===== config.mk =====
export PLATFORM = sky130hd
export DESIGN_NAME = io_uart
export DESIGN_NICKNAME = d
export VERILOG_FILES = /design/src/rtl/io_uart.sv
export SDC_FILE = /design/constraint.sdc
export NUM_CORES = 1
export LEC_CHECK = 0
export ABC_AREA = 0
export CAP_MARGIN = 25
export CORE_UTILIZATION = 45
export CTS_CLUSTER_DIAMETER = 60
export DETAILED_ROUTE_END_ITERATION = 7
export DONT_BUFFER_PORTS = 1
export PLACE_DENSITY = 0.69
export SETUP_SLACK_MARGIN = 0.3
export SYNTH_ARGS = -nofsm -noshare
export SYNTH_HDL_FRONTEND = slang
export SYNTH_SLANG_ARGS = --single-unit

===== constraint.sdc =====
create_clock -name clk -period 3.1 [get_ports clk]
set_input_delay 0.62 -clock clk [delete_from_list [all_inputs] [get_ports clk]]
set_output_delay 0.62 -clock clk [all_outputs]
set_load 0.05 [all_outputs]

===== src/rtl/io_uart.sv =====
// io_uart: memory-mapped 8N1 UART transmitter with a small TX FIFO.
// Register reads are combinational; the MMU supplies the read pipeline stage.
module io_uart #(
  parameter int unsigned FIFO_DEPTH  = 4,
  parameter logic [15:0] DEFAULT_DIV = 16'd867
) (
  input  logic        clk,
  input  logic        resetb,
  input  logic [7:0]  io_addr,
  input  logic        io_en,
  input  logic        io_we,
  input  logic [31:0] io_data_write,
  output logic [31:0] io_data_read,
  output logic        uart_tx
);
  localparam int unsigned PTR_W = $clog2(FIFO_DEPTH);
  localparam int unsigned CNT_W = PTR_W + 1;
  localparam logic [CNT_W-1:0] CNT_FULL = CNT_W'(FIFO_DEPTH);

  localparam logic [5:0] REG_TXDATA  = 6'h00;
  localparam logic [5:0] REG_STATUS  = 6'h01;
  localparam logic [5:0] REG_BAUDDIV = 6'h02;
  localparam logic [5:0] REG_COUNT   = 6'h03;

  typedef enum logic [1:0] {IDLE, START, DATA, STOP} state_t;

  state_t           state_q, state_d;
  logic [15:0]      clk_cnt_q, clk_cnt_d;
  logic [2:0]       bit_idx_q, bit_idx_d;
  logic [7:0]       shift_q, shift_d;
  logic [15:0]      div_q, div_d;
  logic             tx_q, tx_d;
  logic [15:0]      bauddiv_q, bauddiv_d;
  logic             ovf_q, ovf_d;
  logic [PTR_W-1:0] wr_ptr_q, wr_ptr_d;
  logic [PTR_W-1:0] rd_ptr_q, rd_ptr_d;
  logic [CNT_W-1:0] cnt_q, cnt_d;
  logic [7:0]       mem_q [FIFO_DEPTH];

  logic [5:0] sel;
  logic       wr_acc, wr_tx, wr_stat, wr_baud;
  logic       fifo_empty, fifo_full;
  logic       push, pop, drop, load, bit_end;
  logic       unused_bits;

  assign sel        = io_addr[7:2];
  assign wr_acc     = io_en & io_we;
  assign wr_tx      = wr_acc && (sel == REG_TXDATA);
  assign wr_stat    = wr_acc && (sel == REG_STATUS);
  assign wr_baud    = wr_acc && (sel == REG_BAUDDIV);
  assign fifo_empty = (cnt_q == '0);
  assign fifo_full  = (cnt_q == CNT_FULL);
  assign bit_end    = (clk_cnt_q == div_q);
  assign unused_bits = ^{io_addr[1:0], io_data_write[31:16]};

  // A full FIFO still accepts a byte on the cycle the FSM pops its head.
  assign push = wr_tx && (!fifo_full || pop);
  assign drop = wr_tx && fifo_full && !pop;

  always_comb begin
    state_d   = state_q;
    clk_cnt_d = clk_cnt_q;
    bit_idx_d = bit_idx_q;
    shift_d   = shift_q;
    div_d     = div_q;
    load      = 1'b0;
    pop       = 1'b0;
    tx_d      = 1'b1;
    case (state_q)
      IDLE: begin
        if (!fifo_empty) load = 1'b1;
      end
      START: begin
        if (bit_end) begin
          clk_cnt_d = '0;
          bit_idx_d = '0;
          state_d   = DATA;
        end else begin
          clk_cnt_d = clk_cnt_q + 16'd1;
        end
      end
      DATA: begin
        if (bit_end) begin
          clk_cnt_d = '0;
          shift_d   = {1'b0, shift_q[7:1]};
          if (bit_idx_q == 3'd7) state_d = STOP;
          else bit_idx_d = bit_idx_q + 3'd1;
        end else begin
          clk_cnt_d = clk_cnt_q + 16'd1;
        end
      end
      STOP: begin
        if (bit_end) begin
          clk_cnt_d = '0;
          if (!fifo_empty) load = 1'b1;
          else state_d = IDLE;
        end else begin
          clk_cnt_d = clk_cnt_q + 16'd1;
        end
      end
      default: state_d = IDLE;
    endcase
    // Frame start: divisor is frozen here so BAUDDIV writes only hit later frames.
    if (load) begin
      pop       = 1'b1;
      shift_d   = mem_q[rd_ptr_q];
      div_d     = bauddiv_q;
      clk_cnt_d = '0;
      state_d   = START;
    end
    case (state_d)
      START:   tx_d = 1'b0;
      DATA:    tx_d = shift_d[0];
      default: tx_d = 1'b1;
    endcase
  end

  always_comb begin
    wr_ptr_d  = push ? wr_ptr_q + 1'b1 : wr_ptr_q;
    rd_ptr_d  = pop  ? rd_ptr_q + 1'b1 : rd_ptr_q;
    cnt_d     = cnt_q;
    case ({push, pop})
      2'b10:   cnt_d = cnt_q + 1'b1;
      2'b01:   cnt_d = cnt_q - 1'b1;
      default: cnt_d = cnt_q;
    endcase
    bauddiv_d = wr_baud ? io_data_write[15:0] : bauddiv_q;
    ovf_d     = ovf_q;
    if (wr_stat && io_data_write[3]) ovf_d = 1'b0;
    if (drop) ovf_d = 1'b1;
  end

  always_ff @(posedge clk) begin
    if (!resetb) begin
      state_q   <= IDLE;
      clk_cnt_q <= '0;
      bit_idx_q <= '0;
      tx_q      <= 1'b1;
      bauddiv_q <= DEFAULT_DIV;
      ovf_q     <= 1'b0;
      wr_ptr_q  <= '0;
      rd_ptr_q  <= '0;
      cnt_q     <= '0;
    end else begin
      state_q   <= state_d;
      clk_cnt_q <= clk_cnt_d;
      bit_idx_q <= bit_idx_d;
      tx_q      <= tx_d;
      bauddiv_q <= bauddiv_d;
      ovf_q     <= ovf_d;
      wr_ptr_q  <= wr_ptr_d;
      rd_ptr_q  <= rd_ptr_d;
      cnt_q     <= cnt_d;
    end
  end

  always_ff @(posedge clk) begin
    if (push) mem_q[wr_ptr_q] <= io_data_write[7:0];
    shift_q <= shift_d;
    div_q   <= div_d;
  end

  assign uart_tx = tx_q;

  // While reset is held, reads show the state the block is about to take.
  logic             v_empty, v_full, v_busy, v_ovf;
  logic [15:0]      v_baud;
  logic [CNT_W-1:0] v_cnt;

  assign v_empty = !resetb || fifo_empty;
  assign v_full  = resetb && fifo_full;
  assign v_busy  = resetb && (state_q != IDLE);
  assign v_ovf   = resetb && ovf_q;
  assign v_baud  = resetb ? bauddiv_q : DEFAULT_DIV;
  assign v_cnt   = resetb ? cnt_q : '0;

  always_comb begin
    io_data_read = '0;
    if (io_en) begin
      case (sel)
        REG_STATUS:  io_data_read = {28'd0, v_ovf, v_busy, v_full, v_empty};
        REG_BAUDDIV: io_data_read = {16'd0, v_baud};
        REG_COUNT:   io_data_read = 32'(v_cnt);
        default:     io_data_read = '0;
      endcase
    end
  end
endmodule

# After elaboration in Yosys (flattened, before gate mapping)
# Memories as Yosys holds them, arrays and structs flattened. A register that Yosys moved wholly into a read port is not among the register bits.
# Cells that the tools add are included.
# W data, S select, Z words.
[word_totals]
regBits = 70
ram_bits = 32
inputBits = 44
output_inout_bits = 33
n_memories = 1
[memory_table]
columns = ["memory", "words", "word_bits", "read_ports", "rd_ports_with_merged_regs", "wr", "line_no", "source"]
rows = [
  ["mem_q", 4, 8, 1, 1, 1, "38", "logic [7:0] mem_q [FIFO_DEPTH];"],
]
[classes]
n_addsub = 6
eq_ne = 16
muxes = 31
bitwise = 2
n_reduce_logical = 28
[ops]
columns = ["operator", "n"]
rows = [
  ["$mux W16", 3],
  ["$pmux W16 S3", 1],
  ["$mux W8", 3],
  ["$add A16 B1 Y16 const B", 1],
  ["$eq A16 B16 Y1", 1],
  ["$mux W2", 8],
  ["$eq A6 B2 Y1 const B", 2],
  ["$mux W3", 4],
  ["$pmux W3 S2", 2],
  ["$reduce_bool A2 Y1", 6],
  ["$logic_and A1 B1 Y1", 10],
  ["$eq A2 B2 Y1 const B", 4],
  ["$mux W1", 7],
  ["$add A3 B1 Y3 const B", 2],
  ["$eq A2 B1 Y1 const B", 3],
  ["$eq A3 B3 Y1 const B", 2],
  ["$eq A6 B1 Y1 const B", 1],
  ["$logic_not A6 Y1", 1],
  ["$ne A2 B2 Y1 const B", 3],
  ["$pmux W2 S3", 1],
  ["$add A2 B1 Y2 const B", 2],
  ["$pmux W1 S2", 2],
  ["$reduce_and A4 Y1", 1],
  ["$logic_not A1 Y1", 3],
  ["9 further kinds", 10],
]

# Logic depth before layout (Yosys ltp)
# Gate-level depths: netlist (run 1).
[depth]
depth_word = 9
ltp_mapped = 12

# Least setup slack after synthesis (run 1)
# No wires, ideal clock.
[synth_path]
path_kind = "in2out"
start = "input port resetb"
end = "output port io_data_read[0]"
arrival_ns = 2.610
required_time_ns = 2.480
setup_slack_ns = -0.130
path_stages = 4
path_buffers = 1
path_cell_list = "clkbuf_1 > nand2_1 > and3_1 > nor4_1"
[synth_between]
elab_chain_len = 4
[synth_lines]
columns = ["element", "line_no", "source"]
rows = [
  ["start: declaration", "8", "input logic resetb,"],
  ["$logic_not A1 Y1", "170", "assign v_empty = !resetb || fifo_empty;"],
  ["$logic_or A1 B1 Y1", "170", ""],
  ["$pmux W16 S3 *", "180", "case (sel)"],
  ["$mux W16 *", "179", "if (io_en) begin"],
  ["end: declaration", "13", "output logic [31:0] io_data_read,"],
]
# Every way passes the cells marked *; elsewhere a longest branch is shown, timed or not.

# Worst setup path after layout (run 1)
[layout_path]
start = "register clk_cnt_q[1]"
end = "register cnt_q[2]"
[layout_between]
elab_chain_len = 8
[layout_lines]
columns = ["element", "line_no", "source"]
rows = [
  ["start: declaration", "28", "logic [15:0] clk_cnt_q, clk_cnt_d;"],
  ["start signal: assignment", "146", "clk_cnt_q <= clk_cnt_d;"],
  ["$eq A16 B16 Y1 *", "53", "assign bit_end = (clk_cnt_q == div_q);"],
  ["$mux W1 *", "93", "if (bit_end) begin"],
  ["$pmux W1 S2 *", "69", "case (state_q)"],
  ["$mux W1 *", "104", "if (load) begin"],
  ["$logic_or A1 B1 Y1", "57", "assign push = wr_tx && (!fifo_full || pop);"],
  ["$logic_and A1 B1 Y1", "57", ""],
  ["$eq A2 B1 Y1 or $eq A2 B2 Y1 (tied branches)", "122", "case ({push, pop})"],
  ["$pmux W3 S2 or $reduce_bool A2 Y1 (tied branches)", "-", ""],
  ["end signal: assignment", "153", "cnt_q <= cnt_d;"],
  ["end: declaration", "37", "logic [CNT_W-1:0] cnt_q, cnt_d;"],
]
# Marked as above.
# A chain may end at the register's enable or synchronous reset.

==> flow_summary.ini, run 1 <==
[cts]
cts-buffers-inserted = 9
clk_latency_ns = 0.37
cts_root_buf = sky130_fd_sc_hd__clkbuf_8
htree_levels = 3
cts_tree = done
cts.repair_timing.setup_buffer_count = 0
clock_pin_slew_worst_setup_and_hold_paths_ns = 0.11
postCtsHoldBufs = 0
cts.path.max_buffers = 2
tritoncts_num_sinks = 104

[cells_and_area]
layout-area-overhead-vs-synth_pct = 7.80
finish.utilization_pct = 51.0
antenna-diode-count = 0
num-fill-cells = 885
layout-drive-gt1-share_pct = 11.8
multiInputGateArea_um2 = 1890
final_nets = 493
final-seq-area_um2 = 2630

[synth]
synth-edff-count = 55
seq_area_frac_synth_pct = 55.9
post_synth_instance_area_um2 = 4710
synth_area_per_cell_um2 = 11.0
ys.warnings.count = 0
synth-async-reset-ratio_pct = 0
synth_top_flop_cell = sky130_fd_sc_hd__edfxtp_1
synthDistinctLibCells = 42
syn_inst = 430
synth_seq_cells = 104

[detailed_routing]
detail-route-antenna-nets = 0
first_iter_violations = 221
drcViolationCount = 0
num_vias = 2993
routed_wirelength_normalized_by_instance_count_um = 15.4
detailedRoute.firstPassIterationCount = 4
drt_wl_total_um = 8840
drt-vias-per-instance = 5.21

[setup_path]
cp_num_buf_inv = 1
start_kind = register
worstSetupPathType = register to register
worst-endpoint-required_ns = 3.36
path_max_fanout = 7
cpMaxStageDelayCell = sky130_fd_sc_hd__fa_1
arrival_time_at_the_worst_endpoint_ns = 2.94
critPathTopFamily = simple AND/OR/NAND/NOR gates
crit_chain = xor2_1 -> nor4_1 -> and4_4 -> a31oi_4 -> inv_2 -> nand2_1 -> fa_1 -> nor4_2 -> o21ai_0 -> nor3b_1
critical-path-max-stage-delay_ns = 0.43
timing.critical_path.to_type = register

[floorplanning]
die_span_x_um = 104
die_height_um = 104
placeableCoreArea_um2 = 9950
floorplan.die_area_um2 = 10900
number_of_i_o_pins = 77
floorplan.initialDensity_pct = 47.3
rows = 36

[pwr]
net_switching_power_figure_uw = 1260
power.internal_uw = 2450
clockPowerShare_pct = 24.4
switching_share_pct = 34.0
vdd_drop_max_uv = 398
share_comb_of_total_power_pct = 27.0
p_leak_uw = 0.00188
power-per-cell-area_nw_per_um2 = 729
sequentialPowerShare_pct = 48.5

[global_route]
grt-ovfl-total = 0
antenna_found_initial = 0
grt_pass1_wl_um = 14300
grt_start_max_net_pins = 31
aggregate_global_route_resource_usage_pct = 17.0
via_count_of_the_first_global_routing_pass = 2844

[place]
globalplace.congestion = 0.803
place.port_buffers = 0
place_hpwl_um = 6430

[sta]
hold_viol = 0
fin_setup_tns_ns = 0
slew_viol_final = 0
final.setup_skew_ns = 0.0114
max_slew.worst_pin.slew_ns = 0.632
finalCriticalPeriod_ns = 2.68
final_min_period_over_clock_period_pct = 86.5
maxClockFrequency_mhz = 373
setup_viol_count_final = 0
slew_headroom_pct = 57.9
rsz0062_at_grt = no

[worst_hold_path]
min-delay-path-class = input pin to register

[outcome]
status = finished clean

[flow_run]
cap_violations = 0
[metrics by stage]
step | cells | cell area [µm²] | worst slack, ns | total power, µW | hold WS, ns
3_3_place_gp | 558 | 4840 | 0.398 | 2780 | 0.417
6_report | 574 | 5080 | 0.420 | 3700 | 0.327
5_1_grt | 574 | 5080 | 0.305 | 3900 | 0.306
3_5_place_dp | 558 | 4840 | 0.226 | 2820 | 0.419
2_1_floorplan | 445 | 4780 | 0.416 | 2610 | 0.408
4_1_cts | 574 | 5070 | 0.304 | 3720 | 0.311
[logic make-up (layout without fill, tap and decap cells)]
family	Yosys count	after routing	synth area share [%]
other	1	16	0.0796
and+or+nand+nor	171	171	17.0
adders and majority gates	13	13	3.61
AOI/OAI and AO/OA	41	41	5.73
DFF	104	104	55.9
xor gates and xnor gates	33	33	6.13
buffers and inverters	50	46	5.73
muxes	17	17	5.89
[power by group through the flow]
| stage | Clock, µW | Sequential (µW) | Combinational [µW] |
|---|---|---|---|
| 2_1_floorplan | 0 | 1780 | 829 |
| 3_3_place_gp | 0 | 1830 | 949 |
| 3_5_place_dp | 0 | 1830 | 987 |
| 4_1_cts | 927 | 1800 | 993 |
| 5_1_grt | 981 | 1820 | 1100 |
| 6_report | 904 | 1800 | 1000 |
[Yosys cell counts (2+ instances only)]
cell type	number	area [µm²]
sky130_fd_sc_hd__mux2i_1	6	60.1
sky130_fd_sc_hd__nor3_1	10	50.1
sky130_fd_sc_hd__xor2_1	27	236
sky130_fd_sc_hd__dfxtp_1	49	981
sky130_fd_sc_hd__a21oi_1	19	95.1
sky130_fd_sc_hd__edfxtp_1	55	1650
sky130_fd_sc_hd__nand2_1	59	221
sky130_fd_sc_hd__clkbuf_1	9	33.8
sky130_fd_sc_hd__inv_1	15	56.3
sky130_fd_sc_hd__xnor2_1	6	52.6
sky130_fd_sc_hd__buf_6	2	22.5
sky130_fd_sc_hd__a22oi_1	4	30.0
sky130_fd_sc_hd__buf_2	2	10.0
sky130_fd_sc_hd__a31oi_1	3	18.8
sky130_fd_sc_hd__nand3_1	16	80.1
sky130_fd_sc_hd__buf_1	3	11.3
sky130_fd_sc_hd__mux4_2	8	180
sky130_fd_sc_hd__ha_1	12	150
sky130_fd_sc_hd__and3_1	15	93.8
sky130_fd_sc_hd__or3_1	2	12.5
sky130_fd_sc_hd__o211ai_1	6	45.0
sky130_fd_sc_hd__nand2_2	2	12.5
sky130_fd_sc_hd__nand4_1	5	31.3
sky130_fd_sc_hd__nor3b_1	2	15.0
sky130_fd_sc_hd__nor4_1	7	43.8
sky130_fd_sc_hd__nand2b_1	3	18.8
sky130_fd_sc_hd__nor2b_1	4	25.0
sky130_fd_sc_hd__nor2_1	38	143
sky130_fd_sc_hd__buf_4	17	128
sky130_fd_sc_hd__and2_1	7	43.8
sky130_fd_sc_hd__o21ai_0	5	25.0
sky130_fd_sc_hd__mux2_2	2	22.5
[sequential cells by signal, indices dropped and copies added (netlist names), named ones only]
name,cells
uart_tx,1
state_q,2
rd_ptr_q,2
ovf_q,1
div_q,16
mem_q,32
shift_q,8
clk_cnt_q,16
bit_idx_q,3
cnt_q,3
wr_ptr_q,2
bauddiv_q,16
[worst reg2reg max path: stages, from the launching register on]
cell	delay (ns)
sky130_fd_sc_hd__dfxtp_1	0.40
sky130_fd_sc_hd__xor2_1	0.19
sky130_fd_sc_hd__nor4_1	0.39
sky130_fd_sc_hd__and4_4	0.35
sky130_fd_sc_hd__a31oi_4	0.11
sky130_fd_sc_hd__inv_2	0.07
sky130_fd_sc_hd__nand2_1	0.09
sky130_fd_sc_hd__fa_1	0.43
sky130_fd_sc_hd__nor4_2	0.32
sky130_fd_sc_hd__o21ai_0	0.10
sky130_fd_sc_hd__nor3b_1	0.14
[layout by cell type, fill, tap and decap left out, drive strengths merged, types with 2 or more instances in the layout]
master and instances:
clkinv 3, clkbuf 9, nand2b 3, mux2 3, mux4 8, o21ai 5, nor3b 2, nor3 10
or3 2, and3 15, conb 16, a21oi 20, xnor2 6, nand2 61, inv 19, o211ai 6
xor2 27, a22oi 4, nor2 38, nand3 16, mux2i 6, nor2b 4, ha 12, nor4 7
buf 14, edfxtp 55, and2 7, nand4 5, dfxtp 49, a31oi 4
[worst paths after layout]
path                          endpoint  depth (start not counted)  slack [ns]                      start
max              cnt_q[2]$_SDFFE_PN0P_                         10        0.42  clk_cnt_q[1]$_SDFFE_PP0P_
min          bauddiv_q[0]$_SDFFE_PN1P_                          1        0.33                     resetb
max reg2reg      cnt_q[2]$_SDFFE_PN0P_                         10        0.42  clk_cnt_q[1]$_SDFFE_PP0P_
min reg2reg         div_q[8]$_DFFE_PN_                          0        0.44  bauddiv_q[8]$_SDFFE_PN1P_
[routing by layer]
metal | global-route usage [%] | up-vias | routed length, µm
met1 | 21.9 | 1433 | 4020
met4 | 6.33 | 0 | 128
li1 | - | 1478 | -
met2 | 27.2 | 72 | 4220
met3 | 4.82 | 10 | 463
met5 | 0 | - | 0
[what timing repair did]
item                       CTS  global route
resized for setup            2             4
setup endpoints to repair   33            17
pin swaps                    0             2
[area by class of cell]
cell class	instances	area share [%]
clock buffer	9	2.44
clock inverter	7	1.92
inverter	16	1.18
multi-input combinational	291	37.3
sequential	104	51.8
tap	133	3.28
timing repair buffer	14	2.07
No activity file was read; power rests on OpenSTA's default activity.
==> inputs of run 2 (changes only) <==
--- a/config.mk
+++ b/config.mk
@@ -7,6 +7,7 @@
 export LEC_CHECK = 0
 export ABC_AREA = 0
 export CAP_MARGIN = 25
+export CORE_ASPECT_RATIO = 1.75
 export CORE_UTILIZATION = 45
 export CTS_CLUSTER_DIAMETER = 60
 export DETAILED_ROUTE_END_ITERATION = 7
==> flow_summary.ini, run 2 (same netlist as run 1, synthesis figures left out) <==
[place]
placed_cells_incl_taps = 556
globalplace.congestion = 0.851
place.port_buffers = 0
place_hpwl_um = 7100

[detailed_routing]
drt_wl_total_um = 9350
detail-route-antenna-nets = 0
routed_wirelength_normalized_by_instance_count_um = 16.3
drcViolationCount = 0
drt-vias-per-instance = 5.31
first_iter_violations = 174
num_vias = 3037
detailedRoute.firstPassIterationCount = 5

[pwr]
vdd_drop_max_uv = 453
p_leak_uw = 0.00195
power-per-cell-area_nw_per_um2 = 759

[worst_hold_path]
min-delay-path-class = input pin to register

[cells_and_area]
layout-area-overhead-vs-synth_pct = 10.2
layout.cells.non_filler = 572
num-fill-cells = 892
final_nets = 497
final_common_cell = sky130_fd_sc_hd__nand2_1
max_flop_register = mem_q
layout-drive-gt1-share_pct = 12.8
final_cell_mix = sky130_fd_sc_hd__nand2_1, sky130_fd_sc_hd__edfxtp_1, sky130_fd_sc_hd__dfxtp_1, sky130_fd_sc_hd__nor2_1, sky130_fd_sc_hd__xor2_1
antenna-diode-count = 0
largest_register_ffs = 32

[global_route]
grt_start_max_net_pins = 31
grt-ovfl-total = 0
antenna_found_initial = 0
grt_pass1_wl_um = 15100
aggregate_global_route_resource_usage_pct = 18.9
via_count_of_the_first_global_routing_pass = 3146

[floorplanning]
die_height_um = 137
die_span_x_um = 79.4
floorplan.die_area_um2 = 10900
rows = 49
floorplan.initialDensity_pct = 46.0
placeableCoreArea_um2 = 10200
number_of_i_o_pins = 77

[sta]
maxClockFrequency_mhz = 383
slew_viol_final = 0
fin_setup_tns_ns = 0
max_slew.worst_pin.slew_ns = 0.618
rsz0062_at_grt = no
final.setup_skew_ns = 0.00849
setup_viol_count_final = 0
finalCriticalPeriod_ns = 2.61
hold_viol = 0
final_min_period_over_clock_period_pct = 84.3
slew_headroom_pct = 58.5

[setup_path]
arrival_time_at_the_worst_endpoint_ns = 2.84
timing.critical_path.to_type = register
path_max_fanout = 5
start_kind = register
worstSetupPathType = register to register
worst-endpoint-required_ns = 3.33

[flow_run]
cap_violations = 0

[cts]
clk_latency_ns = 0.35
cts.path.max_buffers = 2
cts-buffers-inserted = 9
clock_pin_slew_worst_setup_and_hold_paths_ns = 0.07
cts_tree = done
htree_levels = 3
tritoncts_num_sinks = 104
cts.repair_timing.setup_buffer_count = 0
cts_root_buf = sky130_fd_sc_hd__clkbuf_16

[outcome]
status = finished clean
==> run 2: per-layer routing <==
metal	up-vias	global-route usage [%]	wire length, µm
li1	1480	-	-
met1	1457	18.5	3350
met2	82	35.5	5250
met3	18	5.03	466
met4	0	10.0	279
met5	-	0	0
==> run 2: layout make-up <==
type	count	area (µm²)	area share [%]
clock buffers	10	250	4.82
multi-input cells	291	1900	36.6
well taps	127	159	3.06
repair buffers	18	135	2.60
inverters	16	60.1	1.16
clock inverters	6	57.6	1.11
flip-flops and latches	104	2630	50.7
==> run 2: power breakdown <==
part / switching, µW / internal, µW / total (µW)
clock network: 525 / 611 / 1140
logic: 643 / 368 / 1010
registers: 120 / 1680 / 1800
==> run 2: critical path, cell delays in order (launching register included) <==
cell                      delay [ns]
sky130_fd_sc_hd__dfxtp_1        0.37
sky130_fd_sc_hd__xor2_1         0.19
sky130_fd_sc_hd__nor4_2         0.39
sky130_fd_sc_hd__and4_4         0.33
sky130_fd_sc_hd__a31oi_4        0.10
sky130_fd_sc_hd__inv_2          0.07
sky130_fd_sc_hd__nand2_1        0.09
sky130_fd_sc_hd__fa_1           0.42
sky130_fd_sc_hd__nor4_2         0.31
sky130_fd_sc_hd__o21ai_0        0.10
sky130_fd_sc_hd__nor3b_1        0.13
==> run 2: worst paths after layout <==
check             cells after the start  slack [ns]                        end                       start
hold / removal                        1        0.36  bauddiv_q[0]$_SDFFE_PN1P_                      resetb
hold reg to reg                       0        0.43         div_q[6]$_DFFE_PN_   bauddiv_q[6]$_SDFFE_PN1P_
setup / recovery                     10        0.49      cnt_q[2]$_SDFFE_PN0P_  clk_cnt_q[10]$_SDFFE_PP0P_
setup reg to reg                     10        0.49      cnt_q[2]$_SDFFE_PN0P_  clk_cnt_q[10]$_SDFFE_PP0P_
==> run 2: stage by stage <==
stage | worst slack [ns] | util, % | instance area [µm²] | hold WS, ns | power (µW)
2_1_floorplan | 0.416 | - | 4780 | 0.408 | 2610
3_3_place_gp | 0.388 | 47.5 | 4860 | 0.417 | 2780
3_5_place_dp | 0.326 | 47.5 | 4860 | 0.421 | 2820
4_1_cts | 0.315 | 50.5 | 5170 | 0.342 | 3950
5_1_grt | 0.308 | 50.8 | 5200 | 0.347 | 4150
6_report | 0.486 | 50.8 | 5200 | 0.365 | 3940
==> run 2: what timing repair did <==
action	CTS	global route
resized for setup	0	7
hold buffers	0	0
endpoints found under the setup margin	0	33
